[config.mk]
export PLATFORM = sky130hd
export DESIGN_NAME = iter_shifter
export DESIGN_NICKNAME = d
export VERILOG_FILES = /design/src/rtl/shifter_defs.sv /design/src/rtl/shift_step.sv /design/src/rtl/iter_shifter.sv
export SDC_FILE = /design/constraint.sdc
export NUM_CORES = 1
export LEC_CHECK = 0
export ABC_AREA = 1
export BUFFER_PORTS_ARGS = -buffer_cell sky130_fd_sc_hd__buf_4
export CAP_MARGIN = 20
export CORE_AREA = 2 2 125 127
export CTS_CLUSTER_DIAMETER = 120
export CTS_CLUSTER_SIZE = 8
export DETAILED_ROUTE_END_ITERATION = 6
export DIE_AREA = 0 0 127 129
export PLACE_DENSITY = 0.53
export RECOVER_POWER = 100
export REMOVE_ABC_BUFFERS = 1
export SYNTH_ARGS = -nofsm -noshare
export SYNTH_HDL_FRONTEND = slang
export SYNTH_HIERARCHICAL = 1
export SYNTH_SLANG_ARGS = --single-unit
[constraint.sdc]
create_clock -name clk -period 5.4 [get_ports clk]
set_input_delay 0 -clock clk [delete_from_list [all_inputs] [get_ports clk]]
set_output_delay 0 -clock clk [all_outputs]
set_load 0.02 [all_outputs]
[src/rtl/shifter_defs.sv]
// Shared definitions for the iterative shifter: operation encodings,
// FSM state encodings and a sizing helper for the per-cycle amount.
package shifter_defs;

    // Operation select values on the mode port.
    localparam logic [1:0] MODE_SLL = 2'b00;
    localparam logic [1:0] MODE_SRL = 2'b01;
    localparam logic [1:0] MODE_SRA = 2'b10;
    localparam logic [1:0] MODE_ROR = 2'b11;

    // Controller states; kept as plain constants so older tools accept them.
    localparam logic [1:0] ST_IDLE  = 2'd0;
    localparam logic [1:0] ST_SHIFT = 2'd1;
    localparam logic [1:0] ST_DONE  = 2'd2;

    // Bits needed to encode a per-cycle shift amount in 0..step.
    function automatic int amt_width(input int step);
        return (step < 1) ? 1 : $clog2(step + 1);
    endfunction

endpackage

[src/rtl/shift_step.sv]
// Single combinational shift step of 0..STEP bits. Only STEP+1 fixed
// shift patterns are muxed here, so the cost tracks STEP, not WIDTH.
module shift_step
    import shifter_defs::*;
#(
    parameter int WIDTH = 32,
    parameter int STEP  = 1,
    parameter int AMT_W = 1
) (
    input  logic [WIDTH-1:0] data_i,
    input  logic [1:0]       mode_i,
    input  logic [AMT_W-1:0] amt_i,
    output logic [WIDTH-1:0] data_o
);

    // Select the constant-distance shift matching amt_i; 0 passes through.
    always_comb begin
        data_o = data_i;
        for (int k = 1; k <= STEP; k++) begin
            if (amt_i == AMT_W'(k)) begin
                case (mode_i)
                    MODE_SLL: data_o = data_i << k;
                    MODE_SRL: data_o = data_i >> k;
                    MODE_SRA: data_o = $signed(data_i) >>> k;
                    default:  data_o = (data_i >> k) | (data_i << (WIDTH - k));
                endcase
            end
        end
    end

endmodule

[src/rtl/iter_shifter.sv]
// Iterative shifter: captures an operand on start, shifts it by up to
// STEP bits per clock, then presents the result with a one-cycle done.
//
// Handshake: start is looked at only while busy is low (IDLE); a start seen
// there is accepted at that clock edge and busy rises on the next cycle.
// Any start while busy is high is dropped, never queued. done is high for
// exactly one cycle, and out is valid from that cycle until the next done.
module iter_shifter
    import shifter_defs::*;
#(
    parameter int WIDTH   = 32,
    parameter int SHAMT_W = 5,
    parameter int STEP    = 1
) (
    input  logic               clk,
    input  logic               rst_n,
    input  logic               start,
    input  logic [1:0]         mode,
    input  logic [SHAMT_W-1:0] shamt,
    input  logic [WIDTH-1:0]   in,
    output logic               busy,
    output logic               done,
    output logic [WIDTH-1:0]   out,
    output logic [1:0]         dbg_state
);

    localparam int AMT_W = amt_width(STEP);

    logic [1:0]         state_q,  state_d;
    logic [WIDTH-1:0]   work_q,   work_d;
    logic [1:0]         mode_q,   mode_d;
    logic [SHAMT_W-1:0] remain_q, remain_d;
    logic [WIDTH-1:0]   out_q,    out_d;

    logic [AMT_W-1:0]   step_amt;
    logic [SHAMT_W-1:0] remain_next;
    logic [WIDTH-1:0]   step_res;

    // Bits to move this cycle: a full STEP, or whatever is left if less.
    always_comb begin
        if (int'(remain_q) >= STEP) begin
            step_amt = AMT_W'(STEP);
        end else begin
            step_amt = AMT_W'(remain_q);
        end
        remain_next = remain_q - SHAMT_W'(step_amt);
    end

    shift_step #(
        .WIDTH (WIDTH),
        .STEP  (STEP),
        .AMT_W (AMT_W)
    ) u_step (
        .data_i (work_q),
        .mode_i (mode_q),
        .amt_i  (step_amt),
        .data_o (step_res)
    );

    // Controller next-state: capture in IDLE, iterate in SHIFT, pulse in DONE.
    always_comb begin
        state_d  = state_q;
        work_d   = work_q;
        mode_d   = mode_q;
        remain_d = remain_q;
        out_d    = out_q;
        case (state_q)
            ST_IDLE: begin
                if (start) begin
                    work_d   = in;
                    mode_d   = mode;
                    remain_d = shamt;
                    if (shamt == '0) begin
                        // Nothing to shift: result is the operand itself.
                        state_d = ST_DONE;
                        out_d   = in;
                    end else begin
                        state_d = ST_SHIFT;
                    end
                end
            end
            ST_SHIFT: begin
                work_d   = step_res;
                remain_d = remain_next;
                if (remain_next == '0) begin
                    state_d = ST_DONE;
                    out_d   = step_res;
                end
            end
            ST_DONE: begin
                state_d = ST_IDLE;
            end
            default: begin
                state_d = ST_IDLE;
            end
        endcase
    end

    // State registers with synchronous active-low reset clearing everything.
    always_ff @(posedge clk) begin
        if (!rst_n) begin
            state_q  <= ST_IDLE;
            work_q   <= '0;
            mode_q   <= '0;
            remain_q <= '0;
            out_q    <= '0;
        end else begin
            state_q  <= state_d;
            work_q   <= work_d;
            mode_q   <= mode_d;
            remain_q <= remain_d;
            out_q    <= out_d;
        end
    end

    assign busy      = (state_q != ST_IDLE);
    assign done      = (state_q == ST_DONE);
    assign out       = out_q;
    assign dbg_state = state_q;

endmodule

Word level (Yosys, flattened, before mapping)

Cells that the tools add are included.

Register bits after elaboration: 73
Input bits: 42
Output and inout port bits: 36
Word-level logic and storage cells: 40

Add/subtract/negate cells: 1
Magnitude comparators: 1
Eq/ne operators: 7
Muxes and demuxes: 15
Bitwise operators: 1
Reduce and logical (&&, ||, !) cells: 10

Operators with widths:

| kind                                                               | count |
|---|---|
| 2-to-1 mux 32 bit                                                  | 5 |
| case mux 32 bit (2 select lines)                                   | 2 |
| case mux 32 bit (3 select lines)                                   | 1 |
| OR 31 x 32 -> 32 bit                                               | 1 |
| logical NOT 5 bit                                                  | 2 |
| case mux 5 bit (2 select lines)                                    | 1 |
| 2-to-1 mux 2 bit                                                   | 3 |
| != test 2 bit (second input constant)                              | 3 |
| AND reduction 2 bit                                                | 3 |
| greater-or-equal comparator 5 x 1 -> 1 bit (second input constant) | 1 |
| 2-to-1 mux 5 bit                                                   | 1 |
| subtractor 5 x 1 -> 5 bit                                          | 1 |
| == test 2 x 1 -> 1 bit (second input constant)                     | 2 |
| == test 2 bit (second input constant)                              | 2 |
| logical NOT 2 bit                                                  | 2 |
| case mux 2 bit (2 select lines)                                    | 1 |
| AND reduction 4 bit                                                | 1 |
| nonzero test 2 bit                                                 | 2 |
| 2-to-1 mux 1 bit                                                   | 1 |

Depth between registers and ports, before layout

Gate-level depths: netlist (run 1).

Depth in word-level cells: 6
Gate-level depth with buffers: 15
Depth with buffers taken out: 14

Cells and area by module

The synthesis (run 1) kept the hierarchy.

Modules (own cells, without submodules):

| module       | instances | cells each | area an instance (um2) | sequential area each (um2) |
|---|---|---|---|---|
| iter_shifter | 1         | 443        | 3,299.4                | 1,461.4 |
| shift_step   | 1         | 209        | 848.3                  | 0.0 |

Worst setup path before layout (run 1)

Ideal clock, no wire load.

Path type: register -> register
From: register remain_q[3]
To: register out_q[0] (netlist: out[0])
Data arrival time: 1.646 ns
Required time: 5.336 ns
Path slack: 3.690 ns
Cell stages (with the launch flop): 14
Path buffers: 1
Path through: dfxtp_1 > nor2_1 > nand3_1 > nand2_1 > inv_1 > ha_1 > nand2_1 > nand2_2 > o21ai_2 > nand3_4 > nor2_8 > buf_6 > nor2_1 > nor2_1

Word-level cells in the longest chain between the ends: 6

RTL lines:

| what                                           | RTL line            | source |
|---|---|---|
| from (decl)                                    | iter_shifter.sv:32  | `logic [SHAMT_W-1:0] remain_q, remain_d;` |
| from (signal assigned)                         | iter_shifter.sv:111 | `remain_q <= remain_d;` |
| greater-or-equal comparator 5 x 1 -> 1 bit (*) | iter_shifter.sv:41  | `if (int'(remain_q) >= STEP) begin` |
| 2-to-1 mux 1 bit (*)                           | iter_shifter.sv:41  |  |
| named net step_amt                             | iter_shifter.sv:35  | `logic [AMT_W-1:0] step_amt;` |
| subtractor 5 x 1 -> 5 bit                      | iter_shifter.sv:46  | `remain_next = remain_q - SHAMT_W'(step_amt);` |
| logical NOT 5 bit                              | iter_shifter.sv:85  | `if (remain_next == '0) begin` |
| != test 2 bit (no line)                        | n/a                 |  |
| AND reduction 4 bit (no line)                  | n/a                 |  |
| to (signal assigned)                           | iter_shifter.sv:112 | `out_q <= out_d;` |
| to (decl)                                      | iter_shifter.sv:33  | `logic [WIDTH-1:0] out_q, out_d;` |

Mark *: on every way through the listed nets, which the timed path passes. The rest lies on a longest branch. The select of a mux whose other input is x is not followed.
A chain may end at the register's enable or synchronous reset.

Worst setup path in the final report (run 1)

From: register state_q[0] (netlist: dbg_state[0])
To: register out_q[16] (netlist: out[16])

Word-level cells in the longest chain between the ends: 3

RTL lines:

| what                                                                 | RTL line            | source |
|---|---|---|
| from (decl)                                                          | iter_shifter.sv:29  | `logic [1:0] state_q, state_d;` |
| from (signal assigned)                                               | iter_shifter.sv:108 | `state_q <= state_d;` |
| == test 2 x 1 -> 1 bit / logical NOT 2 bit (equally long branches)   | iter_shifter.sv:67  | `case (state_q)` |
| != test 2 bit (no line) / nonzero test 2 bit (equally long branches) | n/a                 |  |
| AND reduction 4 bit (no line)                                        | n/a                 |  |

Parallel ways exist; a longest one is shown, timed or not.

==> results.toml, run 1 <==
[synthesis]
synth_common_cells = "174 x nand2_1, 83 x nor2_1, 73 x dfxtp_1, 44 x inv_1"
synth_edf_count = 0
netlist_area_sq_um = 4150
synth_top_family_by_area = "simple AND/OR/NAND/NOR gates"
postSynth.asyncResetShare_pct = 0
yosysTopAreaCellShare_pct = 35.2
synthTopCellsByArea = "dfxtp_1 35%, nand2_1 16%, nor2_1 7.5%"
synth_compound_area_share_pct = 13.9
synth-main-ff-cell = "dfxtp_1"
postSynthCellCount = 652
synthMuxAreaShare_pct = 0
synth_area_per_cell_sq_um = 6.36
ys_seq_elements = 73
yosys_warnings = 6
synth_most_common_cell = "nand2_1"
synthSimpleGateAreaFrac_pct = 39.4
synth_fa_ha_area_share_pct = 0.603
yosys.area.top_type = "dfxtp_1"
synth_xor_xnor_area_share_pct = 0
ys_seq_area_share_pct = 35.2
ys_types = 28

[cells_and_area]
design_area_sq_um = 5130
antenna_cells = 0
drive_above_1_share_pct = 9.99
layout.nets = 771
syn2layout_area_growth_pct = 23.8
final_cells = 919

[floorplanning]
ios = 78
fp.dieArea_sq_um = 16400
num_rows = 45
start_util_pct = 27.7
die_w_microns = 127
core_sq_um = 15000
die_h_microns = 129

[power_and_ir_drop]
peakVddDrop_mv = 0.366
p_leak_nw = 2.31
powerDensity_nw_per_um2 = 654

[timing]
maxSlewHeadroom_pct = -78.7
period_needed_ns = 3.55
maxClockFrequency_mhz = 282
fin_tns_setup_ns = 0
finalClockSkew_ns = 0.00436
setup_violations = 0
rsz0062_at_grt = "false"
hold_viol = 1
fin_crit_sh_pct = 65.8
worstMarginPinSlew_ns = 2.68
drv_slew = 70
hold_ws_ns = -0.00675

[critical_path]
critPathBufInv = 2
crit_family = "buffers and inverters"
critPathKind = "flip-flop to flip-flop"
worstSetupStartpointType = "flip-flop"
crit_fanout = 40
cpMostUsedCell = "nand2_1"
required_ns = 5.68
critPathArrivalTime_ns = 3.83
end_kind = "flip-flop"
worstPathCellList = "nand2_2 > inv_1 > nand2_1 > clkbuf_1 > nand4_1 > nand2_1 > nor2_1"
slowest_delay_ns = 1.09
r2r_slack_ns = 1.85
slowest_stage = "inv_1"

[drt]
antenna_left = 0
vias = 4150
drt_wl_total_microns = 11500
first_pass_iters = 4
vias_per_cell = 4.52
drc_errors = 0
drt_iter0_drc = 166
wire_per_inst_microns = 12.5

[clock_network]
cts_inserted_buffers = 9
insertion_delay_ns = 0.34
clock-root-buffer = "clkbuf_16"
clk_pin_slew_ns = 0.06
postCtsSetupBuffers = 0
htreeDepth = 3
cts_tree = "yes"
clock_path_buffers = 2
cts_num_sinks = 73

[global_routing]
overflow = 0
grtUsageTotal_pct = 14.6
grt_pass1_vias = 3870
antenna_found_initial = 0
grt_pass1_wl_microns = 19300
grt_start_max_net_pins = 70

[outcome]
violations = "hold timing, capacitance limit, slew limit"
outcome = "finished, violations left"

[place]
placedCellCount = 874
gp_congestion = 0.751
io_buffers = 77
hpwl_microns = 7060
placed_cell_area_sq_um = 4730

[worst_hold_path]
hold_path_class = "input port to flip-flop"

[job]
max_cap_violations = 1
final timing paths:
check | startpoint | endpoint | cells after the start
max | dbg_state[0] | out[16] | 7
min | in[5] | work_q[5] | 3
max reg2reg | dbg_state[0] | out[16] | 7
min reg2reg | out[9] | out[9] | 2
cells by family (layout without fill, tap and decap cells):
family / after synthesis / after routing
compound gates: 113 / 113
fa+ha+maj: 2 / 2
buf+inv: 97 / 176
flops: 73 / 73
simple gates: 367 / 367
report_power, final:
| group | switching, mW | internal, mW | leakage [nW] | total [mW] |
|---|---|---|---|---|
| Sequential | 0.149 | 0.775 | 0.604 | 0.924 |
| Clock | 0.223 | 0.322 | 0.124 | 0.545 |
| Combinational | 1.28 | 0.608 | 1.58 | 1.89 |
registers in the layout (all words and copies together) (netlist names):
signal and cells:
mode_q 2, work_q 32, remain_q 5, dbg_state 2, out 32
through the flow:
stage                     utilization (%)  hold WS (ns)  total power [mW]  setup WS [ns]
after floorplan                         -        0.0976              2.31           2.62
after global placement               31.6         0.264              2.93           2.47
after detailed placement             31.6         0.261              2.94           2.36
after CTS                            35.2       0.00112              3.51           2.34
after global routing                 34.3       0.00533              3.73           1.41
final                                34.3      -0.00675              3.36           1.85
tightest hold or removal path, stage by stage:
cell and delay [ns]:
buf_4 0.08, o21ai_1 0.09, a21oi_1 0.12
timing repair:
action | 4_1_cts | 5_1_grt
hold buffers | 28 | 0
setup endpoints to repair | 0 | 0
hold endpoints to repair | 28 | 0
resized for setup | 0 | 0
final cells by class:
class,instances,area (sq um)
sequential,73,1460
inverter,51,191
multi-input combinational,482,2230
tap,188,235
clock buffer,15,258
timing repair buffer,110,761
fill,1723,9840
cells in the final DEF, fill, tap and decap left out, types with 2 or more instances in the layout:
cell type / instances
nand2_1: 174
nor2_1: 82
dfxtp_1: 73
inv_1: 45
clkbuf_1: 43
buf_4: 43
nand3_1: 38
o21ai_0: 38
a21oi_1: 38
o21ai_1: 33
nand4_1: 32
dlygate4sd3_1: 28
or2_0: 26
clkbuf_16: 9
inv_2: 6
nand2_2: 4
or2_1: 3
or2_2: 3
nor2_2: 2
o21ai_2: 2
ha_1: 2
per-layer routing:
metal  vias to the layer above  share of wire, %  wire [microns]  track usage, %
li1                       2244                 -               -               -
met1                      1825                50            5790            19.7
met2                        73                44            5090            22.9
met3                         8               3.9             451            4.86
met4                         0               1.3             144            3.30
met5                         -                 0               0               0
No activity file was read; power rests on OpenSTA's default activity.
==> run 2: changes to the inputs <==
==> constraint.sdc (replaced) <==
create_clock -name clk -period 3.6 [get_ports clk]
set_input_delay 0 -clock clk [delete_from_list [all_inputs] [get_ports clk]]
set_output_delay 0 -clock clk [all_outputs]
set_load 0.02 [all_outputs]
==> run 2 against run 1 <==
Effect of this change: the flow now finishes without violations; register-to-register slack got worse by 0.98 ns; worst hold slack improved by 0.014 ns; clock skew fell by 0.0013 ns; wire length rose by 0.37%.
==> results.toml, run 2 (synthesized netlist as in run 1, its figures left out) <==
[timing]
setup_violations = 0
setup_ws_ns = 0.869
maxClockFrequency_mhz = 366
hold_viol = 0
rsz0062_at_grt = "false"
maxSlewHeadroom_pct = 22.4
finalClockSkew_ns = 0.00305
drv_slew = 0
fin_tns_setup_ns = 0
hold_ws_ns = 0.00736
worstMarginPinSlew_ns = 1.16
period_needed_ns = 2.73
fin_crit_sh_pct = 75.9

[power_and_ir_drop]
powerDensity_nw_per_um2 = 977
intPower_mw = 2.61
swShare_pct = 48.9
pwr-share-seq_pct = 27.1
p_leak_nw = 2.36
p_sw_mw = 2.49
peakVddDrop_mv = 0.535
pwr-share-comb_pct = 56.2
pwr-share-clk_pct = 16.8

[clock_network]
clock-root-buffer = "clkbuf_16"
insertion_delay_ns = 0.34
clock_path_buffers = 2
clk_pin_slew_ns = 0.06
cts_inserted_buffers = 9
cts_tree = "yes"
cts_num_sinks = 73
htreeDepth = 3
postCtsSetupBuffers = 0

[cells_and_area]
nFillCells = 1702
layout.nets = 777
antenna_cells = 0
final_cells = 925
final_common_cell = "nand2_1"
syn2layout_area_growth_pct = 25.9
finalCoreUtilization_pct = 34.9
most-common-layout-cells = "176 x nand2_1, 82 x nor2_1, 73 x dfxtp_1"
drive_above_1_share_pct = 10.6

[critical_path]
worstPathCellList = "inv_1 > nand2_1 > inv_1 > buf_4 > o21ai_0 > nand4_1 > nand2_1 > nor2_1"
critPathKind = "flip-flop to flip-flop"
crit_family = "simple AND/OR/NAND/NOR gates"
rr_endpoint = "out[13]"
required_ns = 3.84
critPathArrivalTime_ns = 2.97
reg2reg_depth = 8
critPathBufInv = 3
path_depth = 8
slowest_stage = "nand2_1"
cp-startpoint = "dbg_state[1]"
r2r_start = "dbg_state[1]"
endpoint = "out[13]"
slowest_delay_ns = 0.85
end_kind = "flip-flop"
worstSetupStartpointType = "flip-flop"
r2r_slack_ns = 0.87
crit_fanout = 40

[drt]
vias_per_cell = 4.54
drt_iter0_drc = 206
vias = 4196
antenna_left = 0
wire_per_inst_microns = 12.5
drt_wl_total_microns = 11500
drc_errors = 0
first_pass_iters = 4

[place]
gp_congestion = 0.764
pre_cts_ws_ns = 1.23
io_buffers = 77
placedCellCount = 877
hpwl_microns = 7100

[floorplanning]
ios = 78
die_w_microns = 127
core_sq_um = 15000
num_rows = 45
fp.dieArea_sq_um = 16400
die_h_microns = 129
start_util_pct = 27.7

[global_routing]
grt_pass1_wl_microns = 19400
grtUsageTotal_pct = 14.6
grt_start_max_net_pins = 70
overflow = 0
grt_pass1_vias = 4011
antenna_found_initial = 0

[outcome]
outcome = "finished clean"

[worst_hold_path]
hold_path_class = "input port to flip-flop"

[job]
max_cap_violations = 0
==> run 2: cell count changes in the layout (fill, tap and decap cells not counted), moves of 3 or more <==
cell / delta
o21ai_1: -3
buf_4: +4
clkbuf_1: -6
dlygate4sd3_1: +5
o21ai_0: +3
==> run 2: worst min path at each step <==
| stage | startpoint | endpoint | slack, ns | cells past startpoint |
|---|---|---|---|---|
| 2_1_floorplan | rst_n | remain_q[2] | 0.1 | 2 |
| 6_report | in[4] | work_q[4] | 0.007 | 3 |
| 3_5_place_dp | mode[0] | mode_q[0] | 0.26 | 3 |
| 5_1_grt | shamt[1] | remain_q[1] | 0.04 | 5 |
| 4_1_cts | in[16] | work_q[16] | 0.004 | 3 |
| 3_3_place_gp | mode[0] | mode_q[0] | 0.26 | 3 |
==> run 2: routing by layer <==
layer  part of all wire (%)  vias up  GRT usage [%]
met5                      0        -              0
met4                    1.4        0           5.04
met3                    4.7       13           3.04
met2                     45       96           23.7
met1                     49     1830           19.3
li1                       -     2257              -
==> run 2: cell type report <==
type	count	area, sq um	share of cell area [%]
Tap cell	188	235	4.50
Sequential cell	73	1460	28.0
Clock buffer	13	270	5.17
Inverter	51	191	3.66
Clock inverter	2	12.5	0.240
Timing Repair Buffer	116	818	15.7
Multi-Input combinational cell	482	2230	42.8
==> run 2: metrics by stage <==
step           total power [mW]  cell area, sq um
2_1_floorplan              3.47              3890
3_3_place_gp               4.41              4750
3_5_place_dp               4.43              4750
4_1_cts                    5.34              5360
5_1_grt                    5.66              5220
6_report                   5.10              5220
==> run 2: worst min-delay path: cells and delay by family <==
family	cells	cell delay, ns
AO/OA/AOI/OAI	2	0.21
buffers and inverters	1	0.08
==> run 2: what timing repair did <==
item / 4_1_cts / 5_1_grt
hold endpoints to repair: 33 / 0
hold buffers: 33 / 0
resized for setup: 0 / 0
==> run 2: power groups by stage <==
stage / registers [mW] / logic [mW] / clock network, mW
5_1_grt: 1.44 / 3.31 / 0.916
3_5_place_dp: 1.40 / 3.02 / 0
2_1_floorplan: 1.58 / 1.89 / 0
3_3_place_gp: 1.41 / 3.01 / 0
6_report: 1.38 / 2.87 / 0.855
4_1_cts: 1.39 / 3.06 / 0.889
==> run 3: changes to the inputs <==
==> constraint.sdc (replaced) <==
create_clock -name clk -period 2.7 [get_ports clk]
set_input_delay 0 -clock clk [delete_from_list [all_inputs] [get_ports clk]]
set_output_delay 0 -clock clk [all_outputs]
set_load 0.02 [all_outputs]
==> run 3 against run 2 <==
Effect of this change: wire length shrank 0.58%; sequential share of layout area is essentially flat; utilization is essentially flat; cell count grew 0.11%; critical path depth is the same; register-to-register slack lost 0.41 ns; highest routed layer unchanged.
==> results.toml, run 3 (synthesized netlist as in run 1, its figures left out) <==
[timing]
setup_violations = 0
period_needed_ns = 2.25
maxClockFrequency_mhz = 445
rsz0062_at_grt = "false"
hold_viol = 0
fin_crit_sh_pct = 83.2
fin_tns_setup_ns = 0
worstMarginPinSlew_ns = 1.05
finalClockSkew_ns = 0.00566
drv_slew = 0
maxSlewHeadroom_pct = 30.1

[clock_network]
cts-hold-fix-buffers = 33
postCtsSetupBuffers = 0
cts_resized = 0
cts_inserted_buffers = 9
insertion_delay_ns = 0.34
clk_pin_slew_ns = 0.06
clock-root-buffer = "clkbuf_16"
htreeDepth = 3
cts_num_sinks = 73
cts_tree = "yes"
clock_path_buffers = 2

[worst_hold_path]
hold_path_class = "input port to flip-flop"
whs_path_depth = 3
whs_endpoint = "work_q[2]"
hold_path.startpoint = "in[2]"

[place]
placedCellCount = 879
hpwl_microns = 7430
io_buffers = 77
gp_congestion = 0.776

[floorplanning]
ios = 78
fp.dieArea_sq_um = 16400
start_util_pct = 27.7
die_h_microns = 129
die_w_microns = 127
core_sq_um = 15000
num_rows = 45

[drt]
drt_wl_total_microns = 11500
vias = 4222
vias_per_cell = 4.56
drc_errors = 0
wire_per_inst_microns = 12.4
drt_iter0_drc = 254
first_pass_iters = 4
antenna_left = 0

[cells_and_area]
finalCoreUtilization_pct = 34.9
most-common-layout-cells = "176 x nand2_1, 82 x nor2_1, 73 x dfxtp_1"
syn2layout_area_growth_pct = 25.9
drive_above_1_share_pct = 10.4
antenna_cells = 0
layout.nets = 779
final_cells = 926
final_common_cell = "nand2_1"

[global_routing]
grt_pass1_wl_microns = 18900
grt_start_max_net_pins = 70
antenna_found_initial = 0
grtUsageTotal_pct = 14.3
grt_pass1_vias = 3934
overflow = 0

[power_and_ir_drop]
pwr-share-seq_pct = 27.2
power_mw = 6.77
p_sw_mw = 3.30
powerDensity_nw_per_um2 = 1300
pwr-share-clk_pct = 16.2
swShare_pct = 48.7
peakVddDrop_mv = 0.540
intPower_mw = 3.47
p_leak_nw = 2.36
pwr-share-comb_pct = 56.5

[critical_path]
cpMostUsedCell = "nor2_1"
r2r_start = "dbg_state[1]"
worstPathCellList = "inv_1 > nand2_2 > nor2_1 > nand2_4 > nand3_1 > nor2_8 > nor2_1 > nor2_1"
crit_fanout = 34
end_kind = "flip-flop"
critPathKind = "flip-flop to flip-flop"
rr_endpoint = "out[6]"
reg2reg_depth = 8
critPathArrivalTime_ns = 2.52
slowest_stage = "nor2_8"
worstSetupStartpointType = "flip-flop"
slowest_delay_ns = 0.44
r2r_slack_ns = 0.45
required_ns = 2.98

[outcome]
outcome = "finished clean"

[job]
max_cap_violations = 0
run 3: worst max-delay path, delay by kind of cell (launching register included):
kind / cells / cell delay, ns
flops: 1 / 0.35
buf+inv: 1 / 0.08
simple gates: 7 / 1.71
run 3: power groups by stage:
| stage | combinational [mW] | sequential, mW | clock, mW |
|---|---|---|---|
| 2_1_floorplan | 2.52 | 2.11 | 0 |
| 3_3_place_gp | 4.07 | 1.88 | 0 |
| 3_5_place_dp | 4.07 | 1.87 | 0 |
| 4_1_cts | 4.12 | 1.86 | 1.13 |
| 5_1_grt | 4.38 | 1.92 | 1.18 |
| 6_report | 3.83 | 1.84 | 1.10 |
run 3: how the worst max path moves through the flow:
stage | from | end | slack [ns] | depth (start not counted)
after floorplan | remain_q[3] | out[0] | -0.08 | 13
after global placement | remain_q[2] | out[30] | 0.48 | 11
after detailed placement | remain_q[2] | out[25] | 0.51 | 11
after CTS | remain_q[2] | out[25] | 0.49 | 11
after global routing | remain_q[3] | out[2] | 0.16 | 13
final | dbg_state[1] | out[6] | 0.45 | 8
run 3: routing by layer:
layer / share of wire [%] / routed length [microns] / up-vias / track usage (%)
met3: 3.8 / 438 / 14 / 2.83
met4: 1.6 / 178 / 0 / 5.82
met1: 52 / 5930 / 1866 / 19.5
met5: 0 / 0 / - / 0
met2: 43 / 4900 / 77 / 22.2
li1: - / - / 2265 / -
run 3: metrics by stage:
step / hold WS [ns] / setup slack (ns) / area [sq um]
6_report: 0.0102 / 0.454 / 5220
2_1_floorplan: 0.0976 / -0.0761 / 3890
4_1_cts: 0.000865 / 0.492 / 5370
3_3_place_gp: 0.259 / 0.485 / 4780
5_1_grt: 0.0229 / 0.161 / 5220
3_5_place_dp: 0.265 / 0.506 / 4780
run 3: final cells by class:
type,instances,area (sq um)
flip-flops and latches,73,1460
inverters,51,191
multi-input cells,482,2220
fillers,1667,9760
repair buffers,118,846
well taps,188,235
clock buffers,14,264
